===== src/rtl/matmul_seq.sv =====
// Sequential NxN signed fixed-point matrix multiplier: one multiply-accumulate per cycle,
// with a valid/ready handshake on both the operand side and the result side.
module matmul_seq #(
    parameter int DATA_WIDTH  = 16,
    parameter int BIN_POS     = 8,
    parameter int MATRIX_SIZE = 3,
    parameter int SATURATE    = 1
) (
    input  logic                                            clk,
    input  logic                                            rst_n,
    input  logic                                            in_valid,
    output logic                                            in_ready,
    input  logic [MATRIX_SIZE*MATRIX_SIZE*DATA_WIDTH-1:0]   matrix_a,
    input  logic [MATRIX_SIZE*MATRIX_SIZE*DATA_WIDTH-1:0]   matrix_b,
    output logic                                            out_valid,
    input  logic                                            out_ready,
    output logic [MATRIX_SIZE*MATRIX_SIZE*DATA_WIDTH-1:0]   result,
    output logic                                            overflow
);

    localparam int N      = MATRIX_SIZE;
    localparam int IDX_W  = (N > 1) ? $clog2(N) : 1;
    localparam int PROD_W = 2 * DATA_WIDTH;
    localparam int ACC_W  = 2 * DATA_WIDTH + $clog2(N) + 1;

    localparam logic [IDX_W-1:0] LAST = IDX_W'(N - 1);
    localparam logic [IDX_W-1:0] ONE  = IDX_W'(1);

    localparam logic signed [ACC_W-1:0] ELEM_MAX =
        {{(ACC_W - DATA_WIDTH + 1){1'b0}}, {(DATA_WIDTH - 1){1'b1}}};
    localparam logic signed [ACC_W-1:0] ELEM_MIN = ~ELEM_MAX;

    typedef enum logic [1:0] {
        IDLE,
        COMPUTE,
        DONE
    } state_t;

    state_t state;
    state_t state_next;

    logic signed [DATA_WIDTH-1:0] a_mat   [N][N];
    logic signed [DATA_WIDTH-1:0] b_mat   [N][N];
    logic signed [DATA_WIDTH-1:0] res_mat [N][N];

    logic [IDX_W-1:0] r_idx;
    logic [IDX_W-1:0] c_idx;
    logic [IDX_W-1:0] k_idx;

    logic signed [ACC_W-1:0]  acc;
    logic signed [ACC_W-1:0]  acc_sum;
    logic signed [ACC_W-1:0]  shifted;
    logic signed [PROD_W-1:0] a_ext;
    logic signed [PROD_W-1:0] b_ext;
    logic signed [PROD_W-1:0] prod;

    logic                  accept;
    logic                  k_last;
    logic                  elem_last;
    logic [DATA_WIDTH:0]   fit_out;
    logic [DATA_WIDTH-1:0] elem;
    logic                  elem_ovf;

    // Returns {overflow, element}: clamps or wraps a shifted sum into DATA_WIDTH bits.
    function automatic logic [DATA_WIDTH:0] fit_elem(input logic signed [ACC_W-1:0] v);
        logic [DATA_WIDTH:0] f;
        if (v > ELEM_MAX) begin
            f = {1'b1, (SATURATE != 0) ? ELEM_MAX[DATA_WIDTH-1:0] : v[DATA_WIDTH-1:0]};
        end else if (v < ELEM_MIN) begin
            f = {1'b1, (SATURATE != 0) ? ELEM_MIN[DATA_WIDTH-1:0] : v[DATA_WIDTH-1:0]};
        end else begin
            f = {1'b0, v[DATA_WIDTH-1:0]};
        end
        return f;
    endfunction

    assign accept    = in_ready && in_valid;
    assign k_last    = (k_idx == LAST);
    assign elem_last = k_last && (c_idx == LAST) && (r_idx == LAST);

    assign a_ext   = PROD_W'(a_mat[r_idx][k_idx]);
    assign b_ext   = PROD_W'(b_mat[k_idx][c_idx]);
    assign prod    = a_ext * b_ext;
    assign acc_sum = acc + ACC_W'(prod);
    // Arithmetic shift floors toward negative infinity.
    assign shifted = acc_sum >>> BIN_POS;
    assign fit_out = fit_elem(shifted);
    assign elem     = fit_out[DATA_WIDTH-1:0];
    assign elem_ovf = fit_out[DATA_WIDTH];

    always_ff @(posedge clk or negedge rst_n) begin
        if (!rst_n) begin
            state <= IDLE;
        end else begin
            state <= state_next;
        end
    end

    always_comb begin
        state_next = state;
        in_ready   = 1'b0;
        out_valid  = 1'b0;
        case (state)
            IDLE: begin
                in_ready = 1'b1;
                if (in_valid) begin
                    state_next = COMPUTE;
                end
            end
            COMPUTE: begin
                if (elem_last) begin
                    state_next = DONE;
                end
            end
            DONE: begin
                out_valid = 1'b1;
                if (out_ready) begin
                    state_next = IDLE;
                end
            end
            default: begin
                state_next = IDLE;
            end
        endcase
    end

    // Operand snapshot: later input changes cannot disturb the running product.
    always_ff @(posedge clk) begin
        if (accept) begin
            for (int i = 0; i < N; i++) begin
                for (int j = 0; j < N; j++) begin
                    a_mat[i][j] <= matrix_a[(i*N+j)*DATA_WIDTH +: DATA_WIDTH];
                    b_mat[i][j] <= matrix_b[(i*N+j)*DATA_WIDTH +: DATA_WIDTH];
                end
            end
        end
    end

    always_ff @(posedge clk or negedge rst_n) begin
        if (!rst_n) begin
            acc      <= '0;
            r_idx    <= '0;
            c_idx    <= '0;
            k_idx    <= '0;
            overflow <= 1'b0;
            for (int i = 0; i < N; i++) begin
                for (int j = 0; j < N; j++) begin
                    res_mat[i][j] <= '0;
                end
            end
        end else if (accept) begin
            acc      <= '0;
            r_idx    <= '0;
            c_idx    <= '0;
            k_idx    <= '0;
            overflow <= 1'b0;
        end else if (state == COMPUTE) begin
            if (k_last) begin
                acc                   <= '0;
                res_mat[r_idx][c_idx] <= elem;
                overflow              <= overflow | elem_ovf;
                k_idx                 <= '0;
                if (c_idx == LAST) begin
                    c_idx <= '0;
                    r_idx <= (r_idx == LAST) ? '0 : r_idx + ONE;
                end else begin
                    c_idx <= c_idx + ONE;
                end
            end else begin
                acc   <= acc_sum;
                k_idx <= k_idx + ONE;
            end
        end
    end

    for (genvar gi = 0; gi < N; gi++) begin : g_row
        for (genvar gj = 0; gj < N; gj++) begin : g_col
            assign result[(gi*N+gj)*DATA_WIDTH +: DATA_WIDTH] = res_mat[gi][gj];
        end
    end

endmodule


===== config.mk =====
export PLATFORM = sky130hd
export DESIGN_NAME = matmul_seq
export DESIGN_NICKNAME = d
export VERILOG_FILES = /design/src/rtl/matmul_seq.sv
export SDC_FILE = /design/constraint.sdc
export NUM_CORES = 1
export LEC_CHECK = 0
export CORE_UTILIZATION = 50
export CTS_BUF_LIST = sky130_fd_sc_hd__clkbuf_16
export CTS_CLUSTER_SIZE = 8
export DETAILED_ROUTE_END_ITERATION = 10
export PLACE_DENSITY_LB_ADDON = 0.05
export SETUP_SLACK_MARGIN = 0.5
export SYNTH_ARGS = -nofsm -noshare
export SYNTH_HDL_FRONTEND = slang
export SYNTH_SLANG_ARGS = --single-unit

===== constraint.sdc =====
create_clock -name clk -period 16.1 [get_ports clk]
set_clock_uncertainty 0.05 [all_clocks]
set_input_delay 1.61 -clock clk [delete_from_list [all_inputs] [get_ports clk]]
set_output_delay 1.61 -clock clk [all_outputs]
set_load 0.02 [all_outputs]

==> metrics <==
Cell Count, Final, Fillers Out=4,001; Crit. Startpoint=k_idx[0]; area of the die=63,400 sq um; RSZ-0062 raised after global routing=no; Mapped Area=31,200 sq um; setup TNS=0 ns; vias in the first global route=24,240; cells on worst reg2reg path=25; drt pass-1 iters=5; detailed placement HPWL=69.30 mm; RD Place Congestion=0.9275; largest net degree at the start of global routing=200; Clock transition at path regs=0.05 ns; Critical Path Fanout Max=97; Setup crit end kind=flip-flop; number of synthesized flops with an enable pin=288; max_cap viols=0; Initial DRC Count=1,604; part of the cycle the worst path needs=73.47%; Critical Path AT=12.22 ns; Clock Tree Buf Depth=3; Async SR Flop Fraction=39.50%; Fin. Hold Viols=0; slew margin rel.=12.36%; clk sinks=476; leading area contributor after synthesis=edfxtp_1; CORE AREA=61,710 sq um; Avg WL per Cell=23.04 um; Worst Hold Class=flip-flop to flip-flop; fin. max-slew vios=0; top_reg_cell synth=edfxtp_1; largest cells by area after synthesis=edfxtp_1 (28%), fa_1 (20%), dfrtp_1 (15%); FF-to-FF Start=k_idx[0]; CP Capture Point=result[72]; WP data required=16.49 ns; first-pass GRT wire length=143.5 mm; std cell rows=91; Setup Viol. Count Final=0; grt ovf=0; Crit Path Category=flip-flop to flip-flop; Post-DRT Antenna Nets=0; worst slew pin tran=1.315 ns; CTS-repair resized insts=0; final core occ=62.13%; clk root buf=clkbuf_16; most common cell after layout, fill and taps aside=clkdlybuf4s50_1; H-tree levels=3; minimum hold slack=0.4353 ns; Vias/cell=5.620; placed cell count=3,891; number of setup buffers added after CTS=0; drt drc=0; IO Count=439; Vias=22,490; Reg2Reg Setup Slack=4.27 ns; top-area cell type share of the netlist area=27.72%; initial antenna violation count=10; CTS tree=done; area added between synthesis and finish=22.91%; most frequent cells in the layout=clkdlybuf4s50_1 (437), inv_1 (378), nor2_1 (351); Initial Util=50.55%; min-delay src=result[47]; Critical Path Source Type=flip-flop; post-synthesis instance total=2,702; reg2reg end=result[72]; met2 usage=50.58%; GRT Resource Usage Total=30.08%; Clock Latency Late Sink=0.62 ns; Syn. warnings=0; final net count=3,832; Die H=251.8 um; met3 Use GR=6.169%; Syn Area/Cell=11.55 sq um; Synth Register Bits=476; post-cts hold buffer count=0; die width=251.8 um; Final Critical Period=11.83 ns; CTS buffer count=70; status=complete, no violations; ratio of cells with drive above 1 in the final layout=9.097%; Max Clk Rate=0.08455 GHz; Synthesized Nets=3,408; GRT Max-Usage Layer=met2; PortBufs=438; Yosys cell types=85; met1 usage=39.23%; Seq/Total Area, Yosys=42.80%; Routed Wire Length=92.19 mm; Fillers=5,040
## Yosys cell counts (64+ instances only)
master      n
o21ai_0    73
nand2_1   178
inv_1     357
nor2_1    352
ha_1      104
mux2_2     64
edfxtp_1  288
a211oi_1  128
fa_1      310
dfrtp_1   188
clkbuf_1   67
a21oi_1   189
## critical path, cell delays in order, from the launching register on
cell,delay [ns]
dfrtp_2,0.72
buf_4,0.53
inv_1,0.55
nor2_1,0.41
a22o_1,0.59
nand2_1,0.28
fa_1,0.66
inv_1,0.15
fa_1,0.83
fa_1,0.52
fa_1,0.51
fa_1,0.49
inv_1,0.06
fa_1,0.48
inv_1,0.05
ha_1,0.48
nand2_1,0.15
o21ai_1,0.38
nor3_1,0.09
o311ai_1,0.14
nand2_1,0.20
xor2_4,0.80
nand4bb_1,0.33
o31ai_4,0.97
buf_4,0.93
a21oi_1,0.19
## final cells by class
| cell class | count | area [sq um] | area share [%] |
|---|---|---|---|
| timing repair buffer | 478 | 4701 | 12.26 |
| clock inverter | 31 | 229.0 | 0.5971 |
| tap | 837 | 1047 | 2.731 |
| multi-input combinational | 1741 | 15890 | 41.43 |
| sequential | 476 | 13360 | 34.84 |
| inverter | 359 | 1348 | 3.514 |
| antenna | 9 | 22.52 | 0.05874 |
| clock buffer | 70 | 1752 | 4.568 |
## flip-flops by register name, indices dropped and copies added, names as in the netlist
signal	cells
state	2
overflow	1
a_mat	144
acc	35
r_idx	2
result	144
c_idx	2
k_idx	2
b_mat	144
## routing by layer
layer / wire, um / part of all wire (%) / vias up
li1: - / - / 10000
met1: 36940 / 40 / 11470
met2: 46410 / 50 / 852
met3: 6463 / 7.0 / 153
met4: 2348 / 2.5 / 4
met5: 31 / 0.034 / -
## per-stage QoR
stage	setup WS, ns	cell area [sq um]
2_1_floorplan	5.651	31200
3_3_place_gp	4.781	36340
3_5_place_dp	4.388	36340
4_1_cts	4.390	38320
5_1_grt	3.534	38340
6_report	4.272	38340
## cell families after synthesis
kind of cell,count (synthesis),synth area share [%]
mux,134,5.843
flops,476,42.80
fa+ha+maj,414,24.06
simple gates,646,8.843
buf+inv,485,6.445
xor+xnor,33,1.035
compound gates,514,10.97
## worst min-delay path by stage
stage                     slack [ns]  cells after the start     endpoint
after global placement          0.42                      2  result[127]
after detailed placement        0.43                      2   result[47]
after floorplan                 0.40                      2      acc[15]
after CTS                       0.44                      2   result[47]
final                           0.44                      2   result[47]
after global routing            0.46                      2   result[47]
Power is not shown: default switching activity piles up to over one toggle a cycle in this logic, so the estimate is an artifact.
